[src/rtl/wb_mem_tester.sv]
// ============================================================================
// Module   : wb_mem_tester
// Brief    : Wishbone master that writes a seeded pattern over a word region,
//            reads it back and reports mismatches, first bad address, timeout.
// Revision : 1.0 - initial release
// ============================================================================
`default_nettype none

module wb_mem_tester #(
  parameter int          N_WORDS  = 2048,
  parameter logic [31:0] BASE_ADR = 32'h0000_0000,
  parameter logic [31:0] SEED     = 32'hA5A5_5A5A,
  parameter int          TIMEOUT  = 16
) (
  input  logic        clk,
  input  logic        rst_n,
  input  logic        start,
  output logic        busy,
  output logic        done,
  output logic        pass,
  output logic        timeout,
  output logic [15:0] err_count,
  output logic [31:0] first_err_adr,
  output logic [31:0] wb_adr,
  output logic [31:0] wb_dat_ms,
  input  logic [31:0] wb_dat_sm,
  output logic        wb_we,
  output logic [3:0]  wb_sel,
  output logic        wb_stb,
  output logic        wb_cyc,
  input  logic        wb_ack
);

  localparam logic [2:0] ST_IDLE  = 3'd0;
  localparam logic [2:0] ST_WRITE = 3'd1;
  localparam logic [2:0] ST_TURN  = 3'd2;
  localparam logic [2:0] ST_READ  = 3'd3;
  localparam logic [2:0] ST_FIN   = 3'd4;

  localparam logic [15:0] LAST_IDX = 16'(N_WORDS - 1);
  localparam int          TW       = $clog2(TIMEOUT + 1);
  localparam logic [TW-1:0] TMO_LAST = TW'(TIMEOUT - 1);

  logic [2:0]    state_q, state_d;
  logic [15:0]   idx_q, idx_d;
  logic [TW-1:0] tmo_q, tmo_d;
  logic [15:0]   err_q, err_d;
  logic [31:0]   first_q, first_d;
  logic          pass_q, pass_d;
  logic          tmo_flag_q, tmo_flag_d;
  logic [31:0]   adr_q, adr_d;
  logic [31:0]   dat_q, dat_d;
  logic          we_q, we_d;

  logic          stb_active;
  logic          last_beat;
  logic          tmo_expire;
  logic [15:0]   idx_inc;

  function automatic logic [31:0] pattern(input logic [15:0] i);
    return SEED ^ {~i, i};
  endfunction

  function automatic logic [31:0] word_adr(input logic [15:0] i);
    return BASE_ADR + {14'd0, i, 2'b00};
  endfunction

  assign stb_active = (state_q == ST_WRITE) || (state_q == ST_READ);
  assign last_beat  = (idx_q == LAST_IDX);
  assign idx_inc    = idx_q + 16'd1;
  // Ack wins over an expiring counter: a late ack on the final allowed cycle is still a good beat.
  assign tmo_expire = stb_active && !wb_ack && (tmo_q == TMO_LAST);

  always_ff @(posedge clk or negedge rst_n) begin
    if (!rst_n) begin
      state_q <= ST_IDLE;
    end else begin
      state_q <= state_d;
    end
  end

  always_comb begin
    state_d = state_q;
    case (state_q)
      ST_IDLE:  if (start) state_d = ST_WRITE;
      ST_WRITE: begin
        if (wb_ack && last_beat) state_d = ST_TURN;
        else if (tmo_expire)     state_d = ST_FIN;
      end
      ST_TURN:  state_d = ST_READ;
      ST_READ:  begin
        if (wb_ack && last_beat) state_d = ST_FIN;
        else if (tmo_expire)     state_d = ST_FIN;
      end
      ST_FIN:   state_d = ST_IDLE;
      default:  state_d = ST_IDLE;
    endcase
  end

  always_comb begin
    busy   = (state_q != ST_IDLE);
    done   = (state_q == ST_FIN);
    wb_stb = stb_active;
    wb_cyc = stb_active || (state_q == ST_TURN);
    wb_sel = 4'hF;
  end

  always_comb begin
    idx_d      = idx_q;
    err_d      = err_q;
    first_d    = first_q;
    pass_d     = pass_q;
    tmo_flag_d = tmo_flag_q;
    adr_d      = adr_q;
    dat_d      = dat_q;
    we_d       = we_q;

    if (state_d != state_q)       tmo_d = '0;
    else if (stb_active && wb_ack) tmo_d = '0;
    else if (stb_active)           tmo_d = tmo_q + 1'b1;
    else                           tmo_d = tmo_q;

    case (state_q)
      ST_IDLE: begin
        if (start) begin
          idx_d      = 16'd0;
          err_d      = 16'd0;
          first_d    = 32'd0;
          pass_d     = 1'b0;
          tmo_flag_d = 1'b0;
          adr_d      = word_adr(16'd0);
          dat_d      = pattern(16'd0);
          we_d       = 1'b1;
        end
      end
      ST_WRITE: begin
        if (wb_ack) begin
          if (last_beat) begin
            idx_d = 16'd0;
            adr_d = word_adr(16'd0);
            we_d  = 1'b0;
          end else begin
            idx_d = idx_inc;
            adr_d = word_adr(idx_inc);
            dat_d = pattern(idx_inc);
          end
        end else if (tmo_expire) begin
          tmo_flag_d = 1'b1;
          we_d       = 1'b0;
        end
      end
      ST_READ: begin
        if (wb_ack) begin
          if (wb_dat_sm != pattern(idx_q)) begin
            if (err_q != 16'hFFFF) err_d = err_q + 16'd1;
            if (err_q == 16'd0)    first_d = adr_q;
          end
          if (!last_beat) begin
            idx_d = idx_inc;
            adr_d = word_adr(idx_inc);
          end
        end else if (tmo_expire) begin
          tmo_flag_d = 1'b1;
        end
      end
      ST_FIN: begin
        pass_d = (err_q == 16'd0) && !tmo_flag_q;
        idx_d  = 16'd0;
      end
      default: ;
    endcase
  end

  always_ff @(posedge clk or negedge rst_n) begin
    if (!rst_n) begin
      idx_q      <= '0;
      tmo_q      <= '0;
      err_q      <= '0;
      first_q    <= '0;
      pass_q     <= 1'b0;
      tmo_flag_q <= 1'b0;
      adr_q      <= '0;
      dat_q      <= '0;
      we_q       <= 1'b0;
    end else begin
      idx_q      <= idx_d;
      tmo_q      <= tmo_d;
      err_q      <= err_d;
      first_q    <= first_d;
      pass_q     <= pass_d;
      tmo_flag_q <= tmo_flag_d;
      adr_q      <= adr_d;
      dat_q      <= dat_d;
      we_q       <= we_d;
    end
  end

  assign pass          = pass_q;
  assign timeout       = tmo_flag_q;
  assign err_count     = err_q;
  assign first_err_adr = first_q;
  assign wb_adr        = adr_q;
  assign wb_dat_ms     = dat_q;
  assign wb_we         = we_q;

endmodule

`default_nettype wire

[config.mk]
export PLATFORM = sky130hd
export DESIGN_NAME = wb_mem_tester
export DESIGN_NICKNAME = d
export VERILOG_FILES = /design/src/rtl/wb_mem_tester.sv
export SDC_FILE = /design/constraint.sdc
export NUM_CORES = 1
export LEC_CHECK = 0
export BUFFER_PORTS_ARGS = -buffer_cell sky130_fd_sc_hd__buf_2
export CORE_ASPECT_RATIO = 1.75
export CORE_MARGIN = 3
export CORE_UTILIZATION = 52
export CTS_BUF_LIST = sky130_fd_sc_hd__clkbuf_16
export DETAILED_ROUTE_END_ITERATION = 8
export PLACE_DENSITY = 0.81
export SYNTH_ARGS = -nofsm -noshare
export SYNTH_HDL_FRONTEND = slang
export SYNTH_SLANG_ARGS = --single-unit
[constraint.sdc]
create_clock -name clk -period 2.85 [get_ports clk]
set_input_delay 0.285 -clock clk [delete_from_list [all_inputs] [get_ports clk]]
set_output_delay 0.285 -clock clk [all_outputs]
set_load 0.02 [all_outputs]
==> flow_summary.yaml, run 1 <==
routing:
  routed_via_density: 5.67
  route.met2.wl_mm: 7.20
  drtPass1Iterations: 5
  wl_met1_mm: 5.20
  ant_nets: 0
  num_vias: 4528
  drtIter0Drc: 251
  routed.top_layer: "met4"
  drc_errors: 0
  wl_mm: 13.8
  wl_per_cell_microns: 17.3
  wl_met3_microns: 838
run:
  cap_violations: 0
die:
  start_util_pct: 54.2
  core_sq_mm: 0.00959
  die_height_microns: 138
  std_cell_rows: 47
  ioPinCount: 159
  die_w_microns: 81.5
  dieArea_sq_mm: 0.0113
worst_setup_path:
  path_max_fanout: 14
  critPathMostFrequentCell: "a21oi_1"
  r2r_cells: 6
  worstSetupPathType: "reg2reg"
  ff2ff_setup_slack_ns: 0.38
  cp-end-kind: "register"
  r2r_start: "state_q[1]"
  cp.arrival_ns: 2.73
  crit_family: "compound AO/OA/AOI/OAI gates"
  start_kind: "register"
  max_stage_delay_ns: 0.54
  cp.required_ns: 3.11
  cp_cell_sequence: "or3b_1 -> a21oi_1 -> o31a_1 -> nand4_1 -> or3_1 -> a21oi_1"
  crit_slowest_cell: "o31a_1"
  rr_endpoint: "err_count[11]"
  crit_buf_inv: 0
  startpoint: "state_q[1]"
sta:
  finalCritPeriodShare_pct: 86.6
  tightestPinTransition_ns: 1.06
  setup_tns_ns: 0
  skew_ns: 0.00595
  period_minus_slack_ns: 2.47
  hold_violations: 0
  setup_viol: 0
  max_slew_margin_pct: 29.2
  rsz0062_at_grt: "false"
  fmax_mhz: 405
  drv_slew: 0
synth:
  ys_seq_area_share_pct: 43.8
  yosys-top-cells-count: "91 x dfrtp_1, 81 x nand2_1, 53 x buf_4, 47 x o21ai_0, 28 x nor2_1"
  synth_seq_cells: 91
  syn-instance-count: 577
  yosysMostFrequentCell: "dfrtp_1"
  synth.area.top_cells: "dfrtp_1 44%, buf_4 7.7%, nand2_1 5.9%"
  netlist.area_leader.share_pct: 43.8
  syn_area_per_cell_sq_um: 9.00
  synth_edf_count: 0
  synth_top_area_cell: "dfrtp_1"
  synth_area_sq_mm: 0.00519
  synthFlopType: "dfrtp_1"
  ys_async_sr_fraction_pct: 100
  yosys_warnings: 0
  ys_types: 59
place:
  dp_hpwl_mm: 10.4
  portBuffers: 122
  place_congestion: 0.939
clock_tree:
  cts_buffer_depth: 2
  numCtsBuffers: 9
  cts_root_buf: "clkbuf_16"
  clock_latency_ns: 0.34
  postCtsResizedCells: 0
  cts.sinks: 91
  clkTransAtPathRegs_ns: 0.06
  post_cts_buffers: 0
  cts_tree: "yes"
  h-tree-depth: 3
  cts_hold_buf: 1
global_routing:
  grt_pass1_vias: 4396
  grt_max_degree: 49
  grt_use_total_pct: 25.4
  grt-ovfl-total: 0
  grt_pass1_wl_mm: 22.1
  antenna_found_initial: 0
cells_and_area:
  drive_gt1_share_pct: 25.0
  areaGrowthSynthToFinish_pct: 14.0
  diodes: 0
  final_nets: 714
hold_path:
  min_path_type: "in2reg"
  min_delay_worst_endpoint: "state_q[0]"
  min_from: "start"
  min_path_cells: 4
power:
  peakVddDrop_v: 0.000364
  p_total_w: 0.00327
  power_density_mw_per_mm2: 553
  leakagePower_nw: 3.03
status:
  status: "complete, no violations"
==> report_power, final <==
group	switching, W	leakage [nW]	internal [W]	total (W)
Combinational	0.000407	1.68	0.000216	0.000623
Sequential	0.000113	1.21	0.00139	0.00150
Clock	0.000484	0.140	0.000668	0.00115
Total	0.00100	3.03	0.00227	0.00327
==> placed cells by master (no fill, tap or decap), types with 3 or more instances in the layout <==
| cell type | netlist | routed |
|---|---|---|
| o2111ai_1 | 3 | 3 |
| buf_2 | 9 | 121 |
| a21oi_1 | 24 | 24 |
| ha_1 | 5 | 5 |
| buf_4 | 53 | 11 |
| a31oi_1 | 3 | 3 |
| and3b_1 | 5 | 5 |
| o31ai_1 | 4 | 4 |
| xnor2_1 | 17 | 17 |
| or3_1 | 14 | 14 |
| nand4_1 | 12 | 12 |
| and3_1 | 9 | 9 |
| nor3_1 | 16 | 15 |
| nor4_1 | 5 | 5 |
| nor3b_1 | 5 | 5 |
| clkbuf_16 | 0 | 9 |
| nand3_1 | 25 | 25 |
| nor2_1 | 28 | 28 |
| conb_1 | 2 | 36 |
| inv_1 | 8 | 9 |
| nand2_1 | 81 | 81 |
| and2_1 | 3 | 3 |
| xor2_1 | 12 | 12 |
| a21o_1 | 20 | 20 |
| o22ai_1 | 5 | 5 |
| and4_1 | 3 | 3 |
| dfrtp_1 | 91 | 91 |
| or4_1 | 5 | 5 |
| o21ai_2 | 10 | 10 |
| o21ai_0 | 47 | 47 |
==> routing by layer <==
layer / global-route usage, % / vias up
met5: 0 / -
met4: 11.4 / 0
met3: 5.21 / 35
met2: 43.1 / 181
met1: 30.1 / 2186
li1: - / 2126
==> worst max-delay path by stage <==
stage | depth (start not counted) | endpoint | slack [ns]
finish | 6 | err_count[11] | 0.38
global placement | 6 | err_count[6] | 0.51
detailed placement | 6 | err_count[11] | 0.44
CTS | 6 | err_count[11] | 0.41
global route | 6 | err_count[9] | 0.25
floorplan | 8 | first_err_adr[10] | 0.62
==> registers in the layout, indices dropped and copies added, names as in the netlist <==
| signal | flops |
|---|---|
| err_count | 16 |
| first_err_adr | 16 |
| idx_q | 16 |
| pass | 1 |
| state_q | 3 |
| timeout | 1 |
| tmo_q | 5 |
| wb_adr | 16 |
| wb_dat_ms | 16 |
| wb_we | 1 |
==> kinds of logic after synthesis <==
group | count (synthesis) | synth area share, %
AND/OR/NAND/NOR | 225 | 22.1
AO/OA/AOI/OAI | 131 | 15.9
buffers and inverters | 92 | 11.4
flip-flops | 91 | 43.8
XOR/XNOR | 29 | 4.89
adder cells (fa/ha/maj) | 5 | 1.20
other | 2 | 0.145
multiplexers | 2 | 0.434
==> through the flow <==
stage / utilization, % / worst slack (ns) / instance area, sq um / std cells / hold slack (ns)
3_5_place_dp: 58.7 / 0.437 / 5630 / 783 / 0.320
6_report: 61.8 / 0.382 / 5920 / 799 / 0.342
2_1_floorplan: - / 0.624 / 5320 / 611 / -0.0106
4_1_cts: 61.8 / 0.413 / 5920 / 799 / 0.331
5_1_grt: 61.8 / 0.249 / 5920 / 799 / 0.352
3_3_place_gp: 58.7 / 0.513 / 5630 / 783 / 0.313
==> cell type report <==
type	instances	area, sq um
fillers	833	3660
multi-input cells	428	2450
flip-flops and latches	91	2280
repair buffers	134	718
clock buffers	9	225
well taps	122	153
clock inverters	6	58.8
inverters	9	33.8
==> worst reg2reg max path, delay by kind of cell, from the launching register on <==
family,cells,cell delay [ns]
and+or+nand+nor,3,0.93
DFF,1,0.48
AOI/OAI and AO/OA,3,0.97
(Power assumes the default switching activity.)
==> run 2, diff against run 1 <==
- BUFFER_PORTS_ARGS: -buffer_cell sky130_fd_sc_hd__buf_2 -> -buffer_cell sky130_fd_sc_hd__buf_4
- GPL_TIMING_DRIVEN: default -> 0
- RECOVER_POWER: default -> 50
==> flow_summary.yaml, run 2 (synthesis gave the netlist of run 1 again) <==
worst_setup_path:
  ff2ff_setup_slack_ns: 0.24
  cp-end-kind: "register"
  r2r_start: "idx_q[12]"
  worstSetupPathType: "reg2reg"
  rr_endpoint: "wb_dat_ms[17]"
  r2r_cells: 8
  start_kind: "register"
  cp.required_ns: 3.11
  cp.arrival_ns: 2.87
  path_max_fanout: 10
routing:
  routed_via_density: 5.46
  num_vias: 4753
  wl_per_cell_microns: 17.3
  wl_mm: 15.1
  ant_nets: 0
  drtIter0Drc: 229
  drc_errors: 0
  drtPass1Iterations: 4
power:
  combPwrFrac_pct: 21.9
  power.share.clock_pct: 36.5
  pwr-share-seq_pct: 41.6
  p_sw_w: 0.00107
  p_total_w: 0.00355
  swShare_pct: 30.2
  p_int_w: 0.00248
  peakVddDrop_v: 0.000383
  leakagePower_nw: 3.24
  power_density_mw_per_mm2: 540
sta:
  skew_ns: 0.00931
  max_slew_margin_pct: -47.3
  period_minus_slack_ns: 2.61
  setup_viol: 0
  setup_tns_ns: 0
  fmax_mhz: 384
  finalCritPeriodShare_pct: 91.5
  drv_slew: 92
  hold_violations: 0
  tightestPinTransition_ns: 2.21
  rsz0062_at_grt: "false"
die:
  ioPinCount: 159
  die_w_microns: 81.5
  die_height_microns: 138
  core_sq_mm: 0.00959
  dieArea_sq_mm: 0.0113
  std_cell_rows: 47
  start_util_pct: 54.2
cells_and_area:
  final_util_pct: 68.6
  final_common_cell: "buf_4"
  areaGrowthSynthToFinish_pct: 26.5
  finalNonFillerCells: 871
  drive_gt1_share_pct: 24.8
  diodes: 0
  final_nets: 785
  final_cell_mix: "131 x buf_4, 91 x dfrtp_1, 81 x nand2_1"
hold_path:
  min_delay_worst_endpoint: "state_q[0]"
  min_path_cells: 4
  min_path_type: "in2reg"
  min_from: "start"
global_routing:
  grt_use_total_pct: 27.5
  grt_pass1_wl_mm: 23.8
  grt_pass1_vias: 4663
  grt-ovfl-total: 0
  antenna_found_initial: 0
  grt_max_degree: 92
clock_tree:
  clkTransAtPathRegs_ns: 0.07
  cts_root_buf: "clkbuf_16"
  post_cts_buffers: 0
  cts.sinks: 91
  cts_hold_buf: 0
  numCtsBuffers: 9
  h-tree-depth: 3
  cts_buffer_depth: 2
  clock_latency_ns: 0.34
  cts_tree: "yes"
status:
  violations: "max-capacitance violations, max-slew violations"
  status: "complete, but fails checks"
run:
  cap_violations: 1
place:
  portBuffers: 122
  place_inst: 855
  place_congestion: 0.963
  dp_hpwl_mm: 11.8
==> run 2: cell types whose count changed in the layout (fill, tap and decap cells not counted), moves of 2 or more <==
cell,delta
buf_4,+120
clkbuf_2,+2
buf_1,+2
clkbuf_1,+57
buf_2,-112
buf_6,+3
==> run 2: layout make-up <==
type                            count  area, sq um
Clock inverter                      7         98.8
Multi-Input combinational cell    428         2470
Clock buffer                        9          225
Fill cell                         845         3010
Inverter                            9         33.8
Buffer                             83          562
Tap cell                          122          153
Timing Repair Buffer              122          752
Sequential cell                    91         2280
==> run 2: power by group through the flow <==
stage	sequential, W	clock [W]	combinational (W)
after floorplan	0.00155	0	0.000428
after global placement	0.00150	0	0.000799
after detailed placement	0.00150	0	0.000811
after CTS	0.00147	0.00131	0.000817
after global routing	0.00149	0.00137	0.000835
final	0.00148	0.00130	0.000780
==> run 2: worst max-delay path: stages (launching register included) <==
cell and delay, ns:
dfrtp_1 0.44, or4_1 0.59, nor2_1 0.24, a31o_2 0.28
or2_2 0.13, clkbuf_1 0.32, buf_2 0.30, o21ai_0 0.12
o21ai_0 0.11
==> run 2: through the flow <==
step                      hold slack, ns  cell area [sq um]  worst slack, ns
final                              0.334               6570            0.242
after global routing               0.368               6570           0.0414
after CTS                          0.210               6710           0.0558
after detailed placement           0.489               6390           0.0692
after global placement             0.483               6390            0.132
after floorplan                  -0.0106               5320            0.624
==> run 2: worst max path at each step <==
stage,start,slack [ns],end
after CTS,idx_q[0],0.06,wb_dat_ms[19]
after floorplan,idx_q[13],0.62,first_err_adr[10]
after detailed placement,idx_q[0],0.07,idx_q[11]
final,idx_q[12],0.24,wb_dat_ms[17]
after global placement,idx_q[0],0.13,idx_q[0]
after global routing,idx_q[11],0.04,first_err_adr[6]
==> run 2: metal layers <==
metal	vias up	wire (microns)	track usage (%)
met5	-	0	0
met4	0	616	14.0
met3	38	857	4.10
met2	185	8070	47.6
met1	2261	5560	31.9
li1	2269	-	-
==> run 2: what timing repair did <==
item / 4_1_cts / 5_1_grt
setup endpoints to repair: 0 / 41
resized for setup: 0 / 6
endpoints found under the hold margin: 0 / 0
==> run 3, diff against run 2 <==
- MAX_ROUTING_LAYER: default -> met4
- SETUP_SLACK_MARGIN: default -> 0.2
==> flow_summary.yaml, run 3 (synthesis gave the netlist of run 1 again) <==
sta:
  setup_viol: 0
  max_slew_margin_pct: -49.9
  hold_violations: 0
  finalCritPeriodShare_pct: 87.6
  setup_tns_ns: 0
  rsz0062_at_grt: "false"
  drv_slew: 92
  tightestPinTransition_ns: 2.25
  worst_slack_ns: 0.355
  fmax_mhz: 401
  period_minus_slack_ns: 2.50
  skew_ns: 0.00481
hold_path:
  min_from: "start"
  min_delay_worst_endpoint: "state_q[0]"
  min_path_type: "in2reg"
  min_path_cells: 4
routing:
  drtIter0Drc: 257
  wl_per_cell_microns: 18.0
  routed.top_layer: "met4"
  num_vias: 4803
  route.met2.wl_mm: 8.44
  routed_via_density: 5.51
  drc_errors: 0
  wl_met1_mm: 5.71
  ant_nets: 0
  wl_met3_microns: 794
  drtPass1Iterations: 5
  wl_mm: 15.7
worst_setup_path:
  crit_family: "simple AND/OR/NAND/NOR gates"
  cp_cell_sequence: "buf_2 -> or3b_1 -> a21oi_1 -> o31a_1 -> buf_2 -> nand4_1 -> or3_1 -> a21oi_1"
  crit_slowest_cell: "or3b_1"
  cp.arrival_ns: 2.76
  start_kind: "register"
  cp.required_ns: 3.12
  max_stage_delay_ns: 0.39
  path_max_fanout: 10
  rr_endpoint: "err_count[4]"
  critical_path_depth: 8
  worstSetupPathType: "reg2reg"
  cp-end-kind: "register"
  r2r_start: "state_q[1]"
  crit_buf_inv: 2
  r2r_cells: 8
  ff2ff_setup_slack_ns: 0.35
cells_and_area:
  diodes: 0
  stdcell_area_sq_mm: 0.00654
  final_cell_mix: "132 x buf_4, 91 x dfrtp_1, 81 x nand2_1"
  areaGrowthSynthToFinish_pct: 25.9
  drive_gt1_share_pct: 25.4
  final_util_pct: 68.2
  final_nets: 785
  n_fill_cell: 835
  final_common_cell: "buf_4"
clock_tree:
  h-tree-depth: 3
  cts_tree: "yes"
  cts_root_buf: "clkbuf_16"
  numCtsBuffers: 9
  cts.sinks: 91
  cts_buffer_depth: 2
  clkTransAtPathRegs_ns: 0.07
  clock_latency_ns: 0.34
place:
  placed_cell_area_sq_mm: 0.00639
  dpl_worst_slack_ns: -0.000401
  place_congestion: 0.934
  portBuffers: 122
  dp_hpwl_mm: 12.3
power:
  power.share.clock_pct: 33.3
  leakagePower_nw: 3.23
  swShare_pct: 32.1
  p_sw_w: 0.00109
  peakVddDrop_v: 0.000437
  combPwrFrac_pct: 23.2
  p_int_w: 0.00230
  pwr-share-seq_pct: 43.5
  power_density_mw_per_mm2: 519
die:
  core_sq_mm: 0.00959
  std_cell_rows: 47
  die_height_microns: 138
  ioPinCount: 159
  start_util_pct: 54.2
  dieArea_sq_mm: 0.0113
  die_w_microns: 81.5
global_routing:
  grt-ovfl-total: 0
  grt_use_total_pct: 29.5
  antenna_found_initial: 0
  grt_pass1_wl_mm: 24.5
  grt_pass1_vias: 4795
  grt_max_degree: 92
run:
  cap_violations: 1
status:
  status: "complete, but fails checks"
  violations: "max-capacitance violations, max-slew violations"
==> run 3: cell types whose count changed in the layout (fill, tap and decap cells not counted), sizes merged <==
cell | previous run | this run
buf | 146 | 147
bufinv | 2 | 0
clkinvlp | 2 | 1
clkinv | 2 | 5
clkbuf | 68 | 67
==> run 3: cell type report <==
type                       count  area (sq um)  area share, %
tap                          122           153           2.33
multi-input combinational    428          2480           37.9
inverter                       9          33.8          0.517
clock inverter                 7          51.3          0.785
sequential                    91          2280           34.8
clock buffer                   9           225           3.44
timing repair buffer         123           759           11.6
buffer                        82           561           8.57
==> run 3: power groups by stage <==
stage               Combinational, W  Sequential (W)  Clock (W)
global placement            0.000807         0.00150          0
CTS                         0.000823         0.00148    0.00114
global route                0.000849         0.00149    0.00120
floorplan                   0.000428         0.00155          0
finish                      0.000788         0.00148    0.00113
detailed placement          0.000817         0.00150          0
==> run 3: worst register-to-register path: stages, from the launching register on <==
cell	delay, ns
dfrtp_1	0.37
buf_2	0.16
or3b_1	0.39
a21oi_1	0.31
o31a_1	0.31
buf_2	0.27
nand4_1	0.14
or3_1	0.33
a21oi_1	0.14
==> run 3: how the worst max path moves through the flow <==
stage	from	to	slack (ns)
after floorplan	idx_q[13]	first_err_adr[10]	0.62
after global placement	idx_q[0]	idx_q[0]	0.07
after detailed placement	idx_q[0]	idx_q[13]	-0.0004
after CTS	idx_q[12]	idx_q[13]	0.19
after global routing	idx_q[13]	err_count[14]	0.22
final	state_q[1]	err_count[4]	0.35
==> run 3: stage by stage <==
step	power [W]	instances	hold WS, ns
floorplan	0.00198	611	-0.0106
global placement	0.00230	855	0.484
detailed placement	0.00232	855	0.489
CTS	0.00344	871	0.215
global route	0.00353	871	0.341
finish	0.00340	871	0.334
==> run 3: per-layer routing <==
| layer | global-route usage, % | vias to the layer above |
|---|---|---|
| li1 | - | 2268 |
| met1 | 33.0 | 2279 |
| met2 | 50.3 | 204 |
| met3 | 3.91 | 52 |
| met4 | 14.0 | 0 |
| met5 | - | - |
==> run 3: repair_timing <==
action,CTS,global route
buffers inserted,0,1
hold buffers,0,0
pin swaps,0,1
gates resized for setup,4,6
setup endpoints to repair,43,60
gates cloned,0,0
hold endpoints to repair,0,0
